**src/rtl/paddle_motion_scheduler_pkg.sv**
```systemverilog
// Shared constants, command/state encodings and the command decode helper
// for the paddle motion scheduler.
package pong_pkg;
    localparam int POS_W        = 10;
    localparam int FIELD_MAX    = 640;
    localparam int PADDLE_W     = 64;
    localparam int SPEED_MIN    = 2;
    localparam int SPEED_MAX    = 8;
    localparam int ACCEL_FRAMES = 4;
    localparam int SPD_W        = 4;
    localparam int HOLD_W       = 3;

    localparam logic [POS_W-1:0] POS_MAX = POS_W'(FIELD_MAX - PADDLE_W);
    localparam logic [POS_W-1:0] POS_RST = POS_W'((FIELD_MAX - PADDLE_W) / 2);

    typedef enum logic [1:0] {
        CMD_NONE  = 2'b00,
        CMD_LEFT  = 2'b01,
        CMD_RIGHT = 2'b10
    } cmd_t;

    typedef enum logic [1:0] {
        IDLE   = 2'd0,
        UPD_P1 = 2'd1,
        UPD_P2 = 2'd2,
        DONE   = 2'd3
    } state_t;

    // 11 is treated the same as 00: no movement request
    function automatic cmd_t cmd_dir(input logic [1:0] c);
        case (c)
            2'b01:   return CMD_LEFT;
            2'b10:   return CMD_RIGHT;
            default: return CMD_NONE;
        endcase
    endfunction
endpackage

```
**src/rtl/paddle_motion_scheduler_if.sv**
```systemverilog
// Frame/command inputs and paddle/status outputs of the scheduler.
interface paddle_motion_scheduler_if;
    import pong_pkg::*;

    logic             frame_tick;
    logic             freeze;
    logic [1:0]       p1_cmd;
    logic [1:0]       p2_cmd;
    logic [POS_W-1:0] p1_pos;
    logic [POS_W-1:0] p2_pos;
    logic             busy;
    logic             update_done;
    logic             tick_overrun;

    modport master (
        output frame_tick, freeze, p1_cmd, p2_cmd,
        input  p1_pos, p2_pos, busy, update_done, tick_overrun
    );

    modport slave (
        input  frame_tick, freeze, p1_cmd, p2_cmd,
        output p1_pos, p2_pos, busy, update_done, tick_overrun
    );
endinterface

```
**src/rtl/paddle_motion_scheduler_step.sv**
```systemverilog
// Combinational per-paddle step: acceleration bookkeeping plus clamped motion.
module paddle_step
    import pong_pkg::*;
(
    input  logic [POS_W-1:0]  pos_i,
    input  logic [SPD_W-1:0]  speed_i,
    input  logic [HOLD_W-1:0] hold_i,
    input  cmd_t              prev_dir_i,
    input  cmd_t              dir_i,
    output logic [POS_W-1:0]  pos_o,
    output logic [SPD_W-1:0]  speed_o,
    output logic [HOLD_W-1:0] hold_o,
    output cmd_t              dir_o
);
    localparam logic [SPD_W-1:0]  SPD_MIN   = SPD_W'(SPEED_MIN);
    localparam logic [SPD_W-1:0]  SPD_MAX   = SPD_W'(SPEED_MAX);
    localparam logic [HOLD_W-1:0] HOLD_LAST = HOLD_W'(ACCEL_FRAMES - 1);

    logic signed [POS_W:0] sum;

    always_comb begin
        speed_o = SPD_MIN;
        hold_o  = '0;
        pos_o   = pos_i;
        dir_o   = dir_i;
        sum     = '0;
        if (dir_i != CMD_NONE && dir_i == prev_dir_i) begin
            if (hold_i == HOLD_LAST) begin
                speed_o = (speed_i >= SPD_MAX) ? SPD_MAX : speed_i + SPD_W'(1);
            end else begin
                hold_o  = hold_i + HOLD_W'(1);
                speed_o = speed_i;
            end
        end
        // Motion uses the speed just computed for this frame
        if (dir_i != CMD_NONE) begin
            if (dir_i == CMD_RIGHT)
                sum = $signed({1'b0, pos_i}) + $signed({{(POS_W+1-SPD_W){1'b0}}, speed_o});
            else
                sum = $signed({1'b0, pos_i}) - $signed({{(POS_W+1-SPD_W){1'b0}}, speed_o});
            if (sum < 0)
                pos_o = '0;
            else if (sum > $signed({1'b0, POS_MAX}))
                pos_o = POS_MAX;
            else
                pos_o = sum[POS_W-1:0];
        end
    end
endmodule

```
**src/rtl/paddle_motion_scheduler.sv**
```systemverilog
// Latches paddle commands between frame ticks and time-shares one paddle_step
// unit between P1 and P2 on each accepted tick.
module paddle_motion_scheduler
    import pong_pkg::*;
(
    input  logic                      clk,
    input  logic                      reset,
    paddle_motion_scheduler_if.slave  bus
);
    state_t state_q, state_d;
    logic   snap, sel;

    logic [1:0][1:0]        lat_q, lat_d, work_q, prev_q, cmd_in;
    logic [1:0][POS_W-1:0]  pos_q;
    logic [1:0][SPD_W-1:0]  spd_q;
    logic [1:0][HOLD_W-1:0] hold_q;
    logic                   busy_q, done_q, ovr_q;

    logic [POS_W-1:0]  st_pos;
    logic [SPD_W-1:0]  st_spd;
    logic [HOLD_W-1:0] st_hold;
    cmd_t              st_dir;

    assign cmd_in[0] = cmd_dir(bus.p1_cmd);
    assign cmd_in[1] = cmd_dir(bus.p2_cmd);

    always_ff @(posedge clk or negedge reset) begin
        if (!reset) state_q <= IDLE;
        else        state_q <= state_d;
    end

    always_comb begin
        state_d = state_q;
        snap    = 1'b0;
        case (state_q)
            IDLE: if (bus.frame_tick) begin
                state_d = UPD_P1;
                snap    = 1'b1;
            end
            UPD_P1:  state_d = UPD_P2;
            UPD_P2:  state_d = DONE;
            DONE:    state_d = IDLE;
            default: state_d = IDLE;
        endcase
    end

    // Idle 00/11 cycles must not erase a pending command
    always_comb begin
        lat_d = lat_q;
        for (int i = 0; i < 2; i++) begin
            if (snap)                      lat_d[i] = CMD_NONE;
            else if (cmd_in[i] != CMD_NONE) lat_d[i] = cmd_in[i];
        end
    end

    assign sel = (state_q == UPD_P2);

    paddle_step u_step (
        .pos_i      (pos_q[sel]),
        .speed_i    (spd_q[sel]),
        .hold_i     (hold_q[sel]),
        .prev_dir_i (cmd_t'(prev_q[sel])),
        .dir_i      (cmd_t'(work_q[sel])),
        .pos_o      (st_pos),
        .speed_o    (st_spd),
        .hold_o     (st_hold),
        .dir_o      (st_dir)
    );

    always_ff @(posedge clk or negedge reset) begin
        if (!reset) begin
            lat_q  <= '0;
            work_q <= '0;
            prev_q <= '0;
            pos_q  <= {2{POS_RST}};
            spd_q  <= {2{SPD_W'(SPEED_MIN)}};
            hold_q <= '0;
            busy_q <= 1'b0;
            done_q <= 1'b0;
            ovr_q  <= 1'b0;
        end else begin
            lat_q <= lat_d;
            if (snap) begin
                for (int i = 0; i < 2; i++)
                    work_q[i] <= bus.freeze ? CMD_NONE :
                                 (cmd_in[i] != CMD_NONE) ? cmd_in[i] : lat_q[i];
            end
            if (state_q == UPD_P1 || state_q == UPD_P2) begin
                pos_q[sel]  <= st_pos;
                spd_q[sel]  <= st_spd;
                hold_q[sel] <= st_hold;
                prev_q[sel] <= st_dir;
            end
            busy_q <= (state_d == UPD_P1) || (state_d == UPD_P2);
            done_q <= (state_d == DONE);
            ovr_q  <= bus.frame_tick && (state_q != IDLE);
        end
    end

    assign bus.p1_pos       = pos_q[0];
    assign bus.p2_pos       = pos_q[1];
    assign bus.busy         = busy_q;
    assign bus.update_done  = done_q;
    assign bus.tick_overrun = ovr_q;
endmodule

```
**src/flat_wrapper.sv**
```systemverilog
// flat-port wrapper written by rule: the top's interface ports become plain ports
module paddle_motion_scheduler_flat import pong_pkg::*;
  (clk, reset, bus_frame_tick, bus_freeze, bus_p1_cmd, bus_p2_cmd, bus_p1_pos, bus_p2_pos, bus_busy, bus_update_done, bus_tick_overrun);
  paddle_motion_scheduler_if bus_i ();
  input  logic clk;
  input  logic reset;
  input wire logic [$bits(bus_i.frame_tick)-1:0] bus_frame_tick;
  input wire logic [$bits(bus_i.freeze)-1:0] bus_freeze;
  input wire logic [$bits(bus_i.p1_cmd)-1:0] bus_p1_cmd;
  input wire logic [$bits(bus_i.p2_cmd)-1:0] bus_p2_cmd;
  output wire logic [$bits(bus_i.p1_pos)-1:0] bus_p1_pos;
  output wire logic [$bits(bus_i.p2_pos)-1:0] bus_p2_pos;
  output wire logic [$bits(bus_i.busy)-1:0] bus_busy;
  output wire logic [$bits(bus_i.update_done)-1:0] bus_update_done;
  output wire logic [$bits(bus_i.tick_overrun)-1:0] bus_tick_overrun;
  assign bus_i.frame_tick = bus_frame_tick;
  assign bus_i.freeze = bus_freeze;
  assign bus_i.p1_cmd = bus_p1_cmd;
  assign bus_i.p2_cmd = bus_p2_cmd;
  assign bus_p1_pos = bus_i.p1_pos;
  assign bus_p2_pos = bus_i.p2_pos;
  assign bus_busy = bus_i.busy;
  assign bus_update_done = bus_i.update_done;
  assign bus_tick_overrun = bus_i.tick_overrun;
  paddle_motion_scheduler u_core (.clk(clk), .reset(reset), .bus(bus_i));
endmodule
```
**config.mk**
```make
export PLATFORM = sky130hd
export DESIGN_NAME = paddle_motion_scheduler_flat
export DESIGN_NICKNAME = d
export VERILOG_FILES = /design/src/rtl/paddle_motion_scheduler_pkg.sv /design/src/rtl/paddle_motion_scheduler_if.sv /design/src/rtl/paddle_motion_scheduler_step.sv /design/src/rtl/paddle_motion_scheduler.sv /design/src/flat_wrapper.sv
export SDC_FILE = /design/constraint.sdc
export NUM_CORES = 1
export LEC_CHECK = 0
export BUFFER_PORTS_ARGS = -buffer_cell sky130_fd_sc_hd__buf_2
export CAP_MARGIN = 20
export CORE_MARGIN = 2
export CORE_UTILIZATION = 60
export DETAILED_ROUTE_END_ITERATION = 8
export GPL_TIMING_DRIVEN = 0
export PLACE_DENSITY = 0.84
export RECOVER_POWER = 25
export SLEW_MARGIN = 20
export SYNTH_ARGS = -nofsm -noshare
export SYNTH_HDL_FRONTEND = slang
export SYNTH_SLANG_ARGS = --single-unit
export TNS_END_PERCENT = 10
```
**constraint.sdc**
```tcl
create_clock -name clk -period 7.35 [get_ports clk]
set_input_delay 0.735 -clock clk [delete_from_list [all_inputs] [get_ports clk]]
set_output_delay 0.735 -clock clk [all_outputs]
set_load 0.1 [all_outputs]
```
Yosys cells after proc, flatten, opt, wreduce, memory -nomap -nowiden

Index checks and enable logic that the tools add are counted.

Flip-flop bits (word level): 51
Input port bits: 8
Output and inout bits: 23
Word-level logic and storage cells: 92

Add/sub/neg operators: 4
$lt $le $gt $ge: 5
Eq/ne operators: 13
Multiplexer cells: 44
Reductions and logical operators: 10

Operator list:

| kind                                                   | number |
|---|---|
| two-way mux 10 bit                                     | 6 |
| two-way mux 2 bit                                      | 12 |
| two-way mux 4 bit                                      | 6 |
| two-way mux 11 bit                                     | 2 |
| bitwise mux 20 bit                                     | 1 |
| two-way mux 3 bit                                      | 5 |
| equality test 2 bit (second input constant)            | 7 |
| adder 10 x 4 -> 11 bit                                 | 1 |
| greater-than comparator 11 bit (second input constant) | 1 |
| < comparator 11 x 1 -> 1 bit (second input constant)   | 1 |
| subtractor 10 x 4 -> 11 bit                            | 1 |
| demux 10 bit (select 1 bit)                            | 1 |
| bitwise mux 8 bit                                      | 1 |
| equality test 2 x 1 -> 1 bit (second input constant)   | 4 |
| one-hot mux 2 bit (2 select lines)                     | 2 |
| one-hot mux 2 bit (4 select lines)                     | 1 |
| nonzero test 2 bit                                     | 4 |
| bitwise mux 6 bit                                      | 1 |
| adder 4 x 1 -> 4 bit (second input constant)           | 1 |
| bitwise mux 4 bit                                      | 1 |
| demux 4 bit (select 1 bit)                             | 1 |
| >= comparator 4 bit (second input constant)            | 1 |
| adder 3 x 1 -> 3 bit (second input constant)           | 1 |
| demux 3 bit (select 1 bit)                             | 1 |
| other kinds (9)                                        | 13 |

Longest topological paths before layout

Gate-level depths: netlist of the first run.

Depth in word-level cells: 15
Mapped depth: 31
Depth with buffers taken out: 23

By module

Synthesis of the first run repeated with hierarchy kept, for this count alone.

Cells, all modules: 312
Area total of the unflattened synthesis: 3,412.0 um^2

Modules (own cells, without submodules):

| module                  | instances | cells an instance | area an instance (um^2) |
|---|---|---|---|
| paddle_motion_scheduler | 1         | 154               | 2,299.7 |
| paddle_step             | 1         | 158               | 1,112.3 |

Least setup slack after synthesis of the first run

Ideal clock, no wire load.

Path type: reg-to-reg
Start: register u_core.state_q[0]
End: register u_core.pos_q, in the netlist u_core.bus.p2_pos[0]
Setup time: 0.123 ns
Data arrival time: 6.447 ns
Data required time: 7.227 ns
Slack: 0.780 ns
Cell stages (with the launch flop): 30
Path buffers: 8
Period minus slack after synthesis: 6.570 ns
Path through: dfrtp_1 inv_1 ha_1 buf_6 buf_8 clkbuf_1 clkbuf_1 buf_1 clkbuf_1 mux2_2 ha_1 and3_1 buf_6 or2_2 a21oi_1 inv_1 ha_1 o21ai_0 inv_1 ha_1 a211o_1 o21ai_0 xnor2_1 nor4_1 o311a_1 a221o_1 a2111oi_4 nor2_2 buf_6 a32o_1

Longest elaborated chain between the ends: 15
Elaborated cells on any way between the ends: 38

Ends and longest elaborated chain:

| item                                                                         | RTL line                                                               | RTL |
|---|---|---|
| from (decl)                                                                  | paddle_motion_scheduler.sv:10                                          | `state_t state_q, state_d;` |
| from (signal assigned)                                                       | paddle_motion_scheduler.sv:29                                          | `else state_q <= state_d;` |
| equality test 2 bit *                                                        | paddle_motion_scheduler.sv:56                                          | `assign sel = (state_q == UPD_P2);` |
| two-way mux 4 bit (not written as such) (2 in a row)                         | paddle_motion_scheduler.sv:60                                          | `.speed_i (spd_q[sel]),` |
| adder 4 x 1 -> 4 bit / >= comparator 4 bit (equally long branches)           | paddle_motion_scheduler_step.sv:29                                     | `speed_o = (speed_i >= SPD_MAX) ? SPD_MAX : speed_i + SPD_W'(1);` |
| two-way mux 4 bit                                                            | paddle_motion_scheduler_step.sv:29                                     |  |
| two-way mux 4 bit                                                            | paddle_motion_scheduler_step.sv:28                                     | `if (hold_i == HOLD_LAST) begin` |
| two-way mux 4 bit *                                                          | paddle_motion_scheduler_step.sv:27                                     | `if (dir_i != CMD_NONE && dir_i == prev_dir_i) begin` |
| net u_core.st_spd[0]                                                         | paddle_motion_scheduler.sv:20                                          | `logic [SPD_W-1:0] st_spd;` |
| subtractor 10 x 4 -> 11 bit / adder 10 x 4 -> 11 bit (equally long branches) | paddle_motion_scheduler_step.sv:40, paddle_motion_scheduler_step.sv:38 |  |
| two-way mux 11 bit *                                                         | paddle_motion_scheduler_step.sv:37                                     | `if (dir_i == CMD_RIGHT)` |
| two-way mux 11 bit *                                                         | paddle_motion_scheduler_step.sv:36                                     | `if (dir_i != CMD_NONE) begin` |
| greater-than comparator 11 bit                                               | paddle_motion_scheduler_step.sv:43                                     | `else if (sum > $signed({1'b0, POS_MAX}))` |
| two-way mux 10 bit                                                           | paddle_motion_scheduler_step.sv:43                                     |  |
| two-way mux 10 bit *                                                         | paddle_motion_scheduler_step.sv:41                                     | `if (sum < 0)` |
| two-way mux 10 bit *                                                         | paddle_motion_scheduler_step.sv:36                                     |  |
| bitwise mux 20 bit *                                                         | paddle_motion_scheduler.sv:89                                          | `pos_q[sel] <= st_pos;` |
| to (signal assigned)                                                         | paddle_motion_scheduler.sv:75                                          | `pos_q <= {2{POS_RST}};` |
| to (signal, indexed assignment)                                              | paddle_motion_scheduler.sv:89                                          |  |
| to (decl)                                                                    | paddle_motion_scheduler.sv:14                                          | `logic [1:0][POS_W-1:0] pos_q;` |

The timed path passes the listed nets; every way through them passes the cells marked *. The select of a mux whose other input is x is not followed.
A chain may end at the register's enable or synchronous reset.

Final worst setup path of the first run

Start: register u_core.state_q[0]
End: register u_core.pos_q, in the netlist u_core.bus.p2_pos[3]

Same word-level chain as after synthesis.

==> run summary, run 1 <==
The number of placement rows came out at 27. Entering global routing, the biggest net connects 52 pins. TritonCTS built the clock tree.

After routing the design area is 3840 µm². The HPWL after detailed placement is 6370 µm. The tools report the synthesized cell area as 3490 µm². The worst setup path is captured at a register. After detailed routing, the total wire length is 8310 µm. Final number of max-transition violations: 52. The synthesized-area fraction occupied by adder cells came out at 0.0809.

The depth of the CTS H-tree was 2. The logs give 51 for the number of sinks on the clock net and 6450 µm² for the area of the die. The floorplan die height was 80.3 µm; the share of synthesized flip-flops with an asynchronous set or reset was 1.00. After detailed routing, the number of vias per cell comes to 6.33. For the number of buffers between clock root and the deepest sink, the log shows 2. Sorting the synthesized cells by area gives the leading types as sky130_fd_sc_hd__dfrtp_1 32%, sky130_fd_sc_hd__ha_1 7.5%, sky130_fd_sc_hd__mux2_2 5.5%.

The flow ran to the end, but the final reports show violations. Global-route total usage across every layer: 0.287. Simple logic cell fraction of the synthesized area: 0.158.

The critical path launch point was u_core.state_q[0]$_DFF_PN0_. 0 antenna diodes ended up in the layout. The tools report the final standard cell utilization of the core as 0.688.

After detailed placement, the total cell area comes to 3730 µm². The first global-routing pass estimated 14400 µm of wire. Among the stages of the critical path, the cell type that occurs most often is sky130_fd_sc_hd__ha_1. The critical path in this run is classified as register to register. The worst min-delay path category was register to register. The origin of the critical flop-to-flop path is u_core.state_q[0]$_DFF_PN0_. Data on the critical path is required at its endpoint by 7.56 ns. After clock tree synthesis, the clock-pin slew on the worst setup and hold paths is 0.10 ns. The xor/xnor cell area share of the yosys netlist is 0.0247.

The total of cells resized after clock tree synthesis was 3. Number of enable flip-flop cells after synthesis: 0. STA puts the critical path data arrival time at 6.92 ns. The run gives -0.729 as the worst slew slack as a fraction of its limit. CTS placed an instance of sky130_fd_sc_hd__clkbuf_8 at the clock tree root. The checks that failed: max-capacitance violations, max-slew violations. The sequential fraction of the synthesis area came out at 0.367. STA classifies the critical path startpoint as a register. The total setup violations reported at the end of the flow is 0, and the final worst setup slack is 0.642 ns.

Counting the fill cells in the layout gives 449. The largest individual stage delay along the critical path comes from the cell sky130_fd_sc_hd__dfrtp_1. Post-CTS timing repair inserted 0 buffers for setup. Along the worst path, the maximum fanout reaches 28. The I/O pin count was 31. Setup repair after global routing left no endpoint under its margin. The total count of hold-check failures in the final report was 0; the top-area cell type share of the netlist area was 0.322. When the netlist entered floorplanning its net count stood at 403.

The max-capacitance violation count was 1; the total via count in the routed design was 3043. The fraction of synthesized area in multiplexers is 0.0978. In this run the standard cell core region covers 5570 µm². Summed over all instances, the cell type with the most area after synthesis is sky130_fd_sc_hd__dfrtp_1.

For the initial antenna violation count, the log shows 0. The remaining global-route overflow is 0. The average detailed-routed wire length per instance was 17.3 µm.

Synthesis inferred 51 register bits. Input and output buffers added on the ports amount to 30. Static timing analysis puts the maximum clock frequency at 149 MHz.

Clock tree synthesis inserted a total of 5 buffers. The post-synthesis cell type count was 64; the mean area per synthesized cell was 9.37 µm². The compound-cell area share of the yosys netlist came out at 0.216.

After detailed routing, the number of remaining DRC violations is 0. Final period demand of the worst path: 6.71 ns. Among all flip-flop cells after synthesis, the most frequent one is sky130_fd_sc_hd__dfrtp_1.

The initial core utilization came out at 0.627. During synthesis, Yosys emitted a total of 0 warnings. After clock tree synthesis, the flow added hold-fix buffers numbering 0.

The count of TritonRoute iterations in the first routing pass is 5. For the number of global-route vias before repair, the log shows 3046. The tools report the violation count after the first detailed-route iteration as 286.

At the pin with the least slew margin, the transition time is 2.59 ns. At the end of the flow, the number of nets in the layout was 438. The startpoint of the most critical hold path was u_core.bus.p2_pos[8]$_DFFE_PN1P_.

The die is 80.3 µm wide. The post-place setup slack was -0.687 ns; the highest cell delay on the worst timing path was 0.41 ns. For the final database, setup skew stands at 0.0125 ns.

Clock latency at the later pin of the worst-skew pair: 0.32 ns. The detail route stage leaves a number of antenna-violating nets equal to 0. The share of the clock period used by the worst path after layout was 0.913.

The cell count after synthesis came out at 373. Combinational family with the most area after synthesis: compound AO/OA/AOI/OAI gates. From synthesis to final layout, the design area changed by 9.85%. The fraction of layout instances using a drive strength above 1 works out to 0.205. At the end of routability-driven placement, the weighted congestion stood at 0.973.
==> final timing paths <==
check / end / slack (ns) / cells past startpoint
setup / recovery: u_core.bus.p2_pos[3]$_DFFE_PN0P_ / 0.64 / 29
min in group asynchronous: u_core.bus.tick_overrun$_DFF_PN0_ / 1.22 / 1
setup reg to reg: u_core.bus.p2_pos[3]$_DFFE_PN0P_ / 0.64 / 29
max in group asynchronous: u_core.spd_q[2]$_DFFE_PN0P_ / 4.67 / 1
hold reg to reg: u_core.bus.p2_pos[8]$_DFFE_PN1P_ / 0.50 / 2
hold / removal: u_core.bus.p2_pos[8]$_DFFE_PN1P_ / 0.50 / 2
==> routing by layer <==
metal | up-vias | global-route usage | routed length (µm)
met3 | 15 | 0.0416 | 424
met1 | 1481 | 0.385 | 3800
met5 | - | 0 | 0
li1 | 1437 | - | -
met4 | 0 | 0.0864 | 114
met2 | 110 | 0.480 | 3980
==> layout make-up <==
cell class,count,area [µm²],share of cell area
inverters,27,101,0.0264
repair buffers,30,149,0.0388
clock buffers,5,68.8,0.0179
multi-input cells,280,2030,0.529
clock inverters,3,31.3,0.00815
plain buffers,13,85.1,0.0222
well taps,72,90.1,0.0235
flip-flops and latches,51,1280,0.335
==> cell usage after synthesis (all sizes together) (4+ instances only) <==
cell type  count
ha            21
nand2b         6
inv           27
dfrtp         45
xor2           5
mux2          19
a31o           5
a31oi          6
clkbuf        10
a32o           7
o21ai         32
a21oi         23
a21o           4
nor2          27
and3           4
mux2i         12
nor3           6
dfstp          6
nand3         14
buf            5
nand2         30
xnor2          4
==> flip-flops by register name (all words and copies together), names as in the netlist <==
name	count
u_core.bus.update_done	1
u_core.bus.busy	1
u_core.lat_q	4
u_core.prev_q	4
u_core.bus.p1_pos	10
u_core.hold_q	6
u_core.bus.tick_overrun	1
u_core.spd_q	8
u_core.bus.p2_pos	10
u_core.state_q	2
u_core.work_q	4
==> logic make-up (layout without fill, tap and decap cells) <==
| logic type | after synthesis | count (layout) |
|---|---|---|
| DFF | 51 | 51 |
| muxes | 31 | 31 |
| AOI/OAI and AO/OA | 108 | 108 |
| buffers and inverters | 42 | 78 |
| adders and majority gates | 22 | 22 |
| xor gates and xnor gates | 9 | 9 |
| and+or+nand+nor | 110 | 110 |
==> worst max-delay path, delay by kind of cell (launching register included) <==
kind                     cells  cell delay, ns
AO/OA/AOI/OAI               10            2.32
XOR/XNOR                     1            0.14
adder cells (fa/ha/maj)      4            0.98
buffers and inverters        9            1.71
flip-flops                   1            0.41
multiplexers                 1            0.38
AND/OR/NAND/NOR              4            0.66
==> cell usage in the layout, fill, tap and decap left out, types with 7 or more instances in the layout <==
| cell type | instances |
|---|---|
| sky130_fd_sc_hd__nand2_1 | 30 |
| sky130_fd_sc_hd__ha_1 | 21 |
| sky130_fd_sc_hd__nand3_1 | 13 |
| sky130_fd_sc_hd__a32o_1 | 7 |
| sky130_fd_sc_hd__a21oi_1 | 22 |
| sky130_fd_sc_hd__inv_1 | 26 |
| sky130_fd_sc_hd__dfrtp_1 | 45 |
| sky130_fd_sc_hd__clkbuf_1 | 8 |
| sky130_fd_sc_hd__mux2i_1 | 12 |
| sky130_fd_sc_hd__buf_2 | 30 |
| sky130_fd_sc_hd__o21ai_0 | 30 |
| sky130_fd_sc_hd__mux2_2 | 17 |
| sky130_fd_sc_hd__nor2_1 | 26 |
==> stage by stage <==
step / hold slack, ns / cells / TNS, ns
2_1_floorplan: 0.439 / 373 / 0
3_3_place_gp: 0.462 / 475 / -7.97
3_5_place_dp: 0.485 / 475 / -10.63
4_1_cts: 0.500 / 482 / 0
5_1_grt: 0.537 / 481 / 0
6_report: 0.496 / 481 / 0
Power of run 1 is left out: the tool's default activity adds up to more than one toggle a clock period on the data nets, which glitch-free logic cannot reach.
==> inputs of run 2 (changes only) <==
- CORE_MARGIN: 2 -> default
==> run summary, run 2 (synthesized netlist as in run 1, its figures left out) <==
The worst setup path is launched from a register. The setup path with the least slack is of type register to register. The number of placement rows was 27 (unchanged); the number of buffers created by CTS was 5 (unchanged). The violation count after the first detailed-route iteration was 263 (-8.0%). On the critical path, the stage with the largest delay is an instance of sky130_fd_sc_hd__a21oi_1. The total setup violations reported at the end of the flow came out at 0 (unchanged). The run gives 0.298 (+0.0109) as the global-route total usage across every layer.

The initial core utilization is 0.627 (unchanged), and the fraction of layout instances using a drive strength above 1 is 0.203 (-0.00244). The final period demand of the worst path works out to 6.89 ns (+0.183 ns). The floorplan die height was 78.3 µm (-2.5%); the pin count of the biggest net entering global routing was 52 (unchanged). The tools report the area of the die as 6130 µm² (-4.9%). The final number of max-transition violations came out at 52 (unchanged). The remaining global-route overflow came out at 0 (unchanged).

The tools report the number of global-route vias before repair as 2926 (-3.9%). The run finished, with violations left. The worst min-delay path category is register to register.

Share of the clock period used by the worst path after layout: 0.937 (+0.0248). The final design area excluding fillers was 3830 µm² (-0.16%); the relative area change from synthesis to final layout was 9.67%. The number of nets with antenna violations after detailed routing is 0 (unchanged), and the number of buffers inserted by port buffering is 30 (unchanged). The library cell appearing most often on the critical path was sky130_fd_sc_hd__ha_1. Count of hold-fix buffers inserted at cts: 0 (unchanged). The run gives 3030 (-0.43%) as the total via count in the routed design. The number of sinks on the clock net came out at 51 (unchanged). STA classifies the critical path endpoint as a register. The run gives 0 (unchanged) as the DRC violation count after routing. The run gives -0.763 (-0.0347) as the worst slew slack as a fraction of its limit. Leaving out fill and tap cells, the most frequent cells in the layout are 45 x sky130_fd_sc_hd__dfrtp_1, 30 x sky130_fd_sc_hd__nand2_1, 30 x sky130_fd_sc_hd__o21ai_0, 30 x sky130_fd_sc_hd__buf_2.

The I/O pin count was 31 (unchanged); the maximum clock skew at final layout was 0.0108 ns (-0.00174 ns). The highest cell delay on the worst timing path is 0.45 ns (+0.04 ns), and the post-placement cell area is 3730 µm² (unchanged). The run gives 7.56 ns (about the same) as the worst endpoint required time. Total core area: 5570 µm² (unchanged). The width of the chip is 78.3 µm (-2.5%).

The count of TritonRoute iterations in the first routing pass came out at 5 (unchanged). Slew at the pin closest to its max-slew limit: 2.64 ns (+0.0521 ns). The maximum frequency from static timing analysis was 145 MHz (-2.7%); the average detailed-routed wire length per instance was 17.3 µm (-0.13%). The final reports fail on max-capacitance violations, max-slew violations. Leading cell type in the layout, fill and taps excluded: sky130_fd_sc_hd__dfrtp_1. For the number of fill cells, the log shows 459 (+2.2%). The register clock-pin slew on the reported worst setup and hold paths came out at 0.10 ns (about the same).

The per-cell via count in the routed design was 6.30 (-0.43%). Max-capacitance violation count: 1 (unchanged). The run gives 2 (unchanged) as the depth of the CTS H-tree.

The number of buffers between clock root and the deepest sink is 2 (unchanged), and the highest net fanout along the worst path is 28 (unchanged). Number of buffers added for setup after CTS: 0 (unchanged). The placed wire-length estimate is 6340 µm (-0.45%).

TritonCTS built the clock tree. The number of nets in the final layout was 438 (unchanged). The routability congestion estimate is 0.949 (-2.4%), and the worst path arrival time is 7.10 ns (+0.18 ns). Setup repair after global routing left no endpoint under its margin.

The number of antenna diodes was 0 (unchanged). The logs give 0.32 ns (about the same) for the clock latency at the later pin of the worst-skew pair and 8300 µm (-0.13%) for the final routed wirelength across all metal layers. The root buffer cell chosen for the clock tree is sky130_fd_sc_hd__clkbuf_8. The initial antenna violation count is 0 (unchanged), and the wire length of the first global-routing pass is 14100 µm (-2.1%).

The total count of hold-check failures in the final report came out at 0 (unchanged).
-- run 2: cell counts in the layout (fill, tap and decap cells not counted) --
No cell type changed its count.
-- run 2: final cells by class --
type                       instances  area [µm²]  area share
buffer                            13        85.1      0.0222
clock buffer                       5        68.8      0.0180
clock inverter                     3        28.8     0.00751
inverter                          27         101      0.0265
multi-input combinational        280        2020       0.528
sequential                        51        1280       0.335
tap                               72        90.1      0.0235
timing repair buffer              30         149      0.0389
-- run 2: routing by layer --
layer / part of all wire / wire [µm] / global-route usage / vias to the layer above
met5: 0 / 0 / 0 / -
met2: 0.47 / 3900 / 0.474 / 109
met1: 0.46 / 3830 / 0.413 / 1477
met3: 0.050 / 415 / 0.0453 / 17
met4: 0.019 / 155 / 0.102 / 0
li1: - / - / - / 1427
-- run 2: per-stage QoR --
| step | TNS [ns] | hold WS, ns | setup WS, ns | std cells | util |
|---|---|---|---|---|---|
| after detailed placement | -11.19 | 0.486 | -0.727 | 475 | 0.670 |
| after global routing | 0 | 0.546 | 0.0307 | 481 | 0.687 |
| final | 0 | 0.498 | 0.460 | 481 | 0.687 |
| after CTS | 0 | 0.501 | 0.0938 | 482 | 0.687 |
| after global placement | -7.19 | 0.462 | -0.492 | 475 | 0.670 |
| after floorplan | 0 | 0.439 | 0.780 | 373 | - |
-- run 2: repair_timing --
item	4_1_cts	5_1_grt
gates resized for setup	2	1
pin swaps	0	0
hold endpoints to repair	0	0
setup endpoints to repair	20	19
-- run 2: path summary, 6_finish.rpt --
| kind | from | to | slack [ns] | depth (start not counted) |
|---|---|---|---|---|
| min | u_core.bus.p2_pos[8]$_DFFE_PN1P_ | u_core.bus.p2_pos[8]$_DFFE_PN1P_ | 0.50 | 2 |
| max | u_core.state_q[0]$_DFF_PN0_ | u_core.bus.p2_pos[0]$_DFFE_PN0P_ | 0.46 | 27 |
| min reg2reg | u_core.bus.p2_pos[8]$_DFFE_PN1P_ | u_core.bus.p2_pos[8]$_DFFE_PN1P_ | 0.50 | 2 |
| max reg2reg | u_core.state_q[0]$_DFF_PN0_ | u_core.bus.p2_pos[0]$_DFFE_PN0P_ | 0.46 | 27 |
| min in group asynchronous | reset | u_core.prev_q[0]$_DFFE_PN0P_ | 1.24 | 1 |
| max in group asynchronous | reset | u_core.bus.p1_pos[4]$_DFFE_PN0P_ | 4.62 | 1 |
-- run 2: critical path: cells and delay by family (launching register included) --
family	cells	cell delay [ns]
XOR/XNOR	1	0.23
AO/OA/AOI/OAI	8	2.40
flip-flops	1	0.40
buffers and inverters	9	1.60
adder cells (fa/ha/maj)	4	1.01
AND/OR/NAND/NOR	4	0.72
multiplexers	1	0.38
Power of run 2 is left out for the same reason.
==> inputs of run 3 (changes only) <==
- CELL_PAD_IN_SITES_DETAIL_PLACEMENT: default -> 0
- CELL_PAD_IN_SITES_GLOBAL_PLACEMENT: default -> 2
- CORE_UTILIZATION: 60 -> 38
==> run summary, run 3 (synthesized netlist as in run 1, its figures left out) <==
The tools report the number of buffers added for setup after CTS as 0 (unchanged). The logs give 0.922 (-2.9%) for the routability congestion estimate and 51 (unchanged) for the number of sinks on the clock net. The total count of hold-check failures in the final report was 0 (unchanged). Leaving out fill and tap cells, the most frequent cell in the layout is sky130_fd_sc_hd__dfrtp_1.

The number of placement rows was 34 (+26%); the number of buffers inserted by port buffering was 30 (unchanged). The share of the clock period used by the worst path after layout is 0.933 (-0.00454). The worst endpoint required time is 7.55 ns (about the same). STA classifies the critical path endpoint as a register.

The final number of max-transition violations was 52 (unchanged); the count of TritonRoute iterations in the first routing pass was 7 (+2). The area of the die was 9580 µm² (+56%); the average detailed-routed wire length per instance was 18.4 µm (+6.5%). The tools report the worst path arrival time as 7.05 ns (-0.05 ns).

The logs give 7150 µm (+13%) for the placed wire-length estimate and 2 (unchanged) for the depth of the CTS H-tree. The run gives 2 (unchanged) as the number of buffers between clock root and the deepest sink. The initial core utilization is 0.397 (-0.230), and the initial antenna violation count is 0 (unchanged).

Maximum frequency from static timing analysis: 146 MHz (+0.49%). The violation count after the first detailed-route iteration is 181 (-31%), and the fraction of layout instances using a drive strength above 1 is 0.203 (unchanged). The tools report the clock latency at the later pin of the worst-skew pair as 0.31 ns (about the same).

The total via count in the routed design is 3005 (-0.83%), and the number of nets with antenna violations after detailed routing is 0 (unchanged). The worst min-delay path category is register to register. The final routed wirelength across all metal layers was 9510 µm (+15%). The I/O pin count is 31 (unchanged). The highest cell delay on the worst timing path was 0.40 ns (-0.05 ns).

In the layout the commonest cells are 45 x sky130_fd_sc_hd__dfrtp_1, 30 x sky130_fd_sc_hd__nand2_1, 30 x sky130_fd_sc_hd__o21ai_0, 30 x sky130_fd_sc_hd__buf_2. The final standard cell utilization of the core is 0.442 (-0.245), and the width of the chip is 97.9 µm (+25%). The checks that failed: design-rule violations, max-capacitance violations, max-slew violations.

The worst slew slack as a fraction of its limit was -0.848 (-0.0847); the per-cell via count in the routed design was 5.81 (-7.7%). The pin count of the biggest net entering global routing came out at 52 (unchanged). Number of antenna diodes: 0 (unchanged). The logs give 1 (unchanged) for the max-capacitance violation count and 0.208 (-0.0894) for the global-route total usage across every layer. The maximum clock skew at final layout is 0.0137 ns (+0.00299 ns), and the highest net fanout along the worst path is 28 (unchanged). The worst setup path is launched from a register. The register clock-pin slew on the reported worst setup and hold paths is 0.10 ns (about the same), and the total setup violations reported at the end of the flow is 0 (unchanged). For the wire length of the first global-routing pass, the log shows 15700 µm (+11%).

The cell that appears most often on the critical path is sky130_fd_sc_hd__ha_1. The total core area is 8810 µm² (+58%). TritonCTS built the clock tree. The final period demand of the worst path was 6.86 ns (-0.0334 ns). The remaining global-route overflow came out at 0 (unchanged). For the number of global-route vias before repair, the log shows 2933 (+0.24%). Setup repair after global routing left no endpoint under its margin. The master cell of the clock root buffer is sky130_fd_sc_hd__clkbuf_8. The slew at the pin closest to its max-slew limit is 2.77 ns (+0.127 ns), and the relative area change from synthesis to final layout is 11.5%.

The floorplan die height is 97.9 µm (+25%), and the DRC violation count after routing is 2 (+2). The run gives 438 (unchanged) as the number of nets in the final layout. For the number of buffers created by CTS, the log shows 5 (unchanged).

The flow ran to the end, but the final reports show violations. The worst setup path is of the register to register kind. The hold slack was 0.510 ns (+0.0124 ns).

The largest individual stage delay along the critical path comes from the cell sky130_fd_sc_hd__dfrtp_1. The run gives 0 (unchanged) as the count of hold-fix buffers inserted at cts.
[run 3: stage by stage]
step           setup TNS (ns)  worst slack [ns]  instance area [µm²]  instances
2_1_floorplan               0             0.780                 3490        373
3_3_place_gp           -15.49            -0.900                 3780        511
3_5_place_dp           -15.27            -0.885                 3780        511
4_1_cts                     0            0.0275                 3900        518
5_1_grt                     0            0.0152                 3900        517
6_report                    0             0.493                 3900        517
[run 3: cell type report]
cell class                 count  area, µm²
buffer                        13       85.1
clock buffer                   6       82.6
clock inverter                 2       35.0
fill                         901       4910
inverter                      27        101
multi-input combinational    280       2020
sequential                    51       1280
tap                          108        135
timing repair buffer          30        149
[run 3: metal layers]
| layer | share of wire | vias up | wire, µm | GRT usage |
|---|---|---|---|---|
| li1 | - | 1427 | - | - |
| met2 | 0.45 | 80 | 4250 | 0.315 |
| met3 | 0.050 | 11 | 476 | 0.0465 |
| met5 | 0 | - | 0 | 0 |
| met1 | 0.49 | 1487 | 4690 | 0.305 |
| met4 | 0.0094 | 0 | 89 | 0.0420 |
[run 3: final timing paths]
path | start | end | slack [ns] | cells after the start
worst max register to register | u_core.state_q[0]$_DFF_PN0_ | u_core.bus.p2_pos[1]$_DFFE_PN0P_ | 0.49 | 29
worst min-delay path | u_core.hold_q[2]$_DFFE_PN0P_ | u_core.hold_q[2]$_DFFE_PN0P_ | 0.51 | 2
max in group asynchronous | reset | u_core.bus.p1_pos[1]$_DFFE_PN0P_ | 4.48 | 1
min in group asynchronous | reset | u_core.hold_q[1]$_DFFE_PN0P_ | 1.30 | 1
worst max-delay path | u_core.state_q[0]$_DFF_PN0_ | u_core.bus.p2_pos[1]$_DFFE_PN0P_ | 0.49 | 29
worst min register to register | u_core.hold_q[2]$_DFFE_PN0P_ | u_core.hold_q[2]$_DFFE_PN0P_ | 0.51 | 2
[run 3: critical path: cells and delay by family, from the launching register on]
kind / cells / cell delay [ns]
xor gates and xnor gates: 1 / 0.12
buffers and inverters: 9 / 1.74
DFF: 1 / 0.40
AOI/OAI and AO/OA: 10 / 2.41
adders and majority gates: 4 / 0.99
muxes: 1 / 0.39
and+or+nand+nor: 4 / 0.68
[run 3: timing repair]
item	CTS	global route
gates resized for setup	3	0
endpoints found under the setup margin	20	20
gates cloned	0	0
Power of run 3 is left out for the same reason.
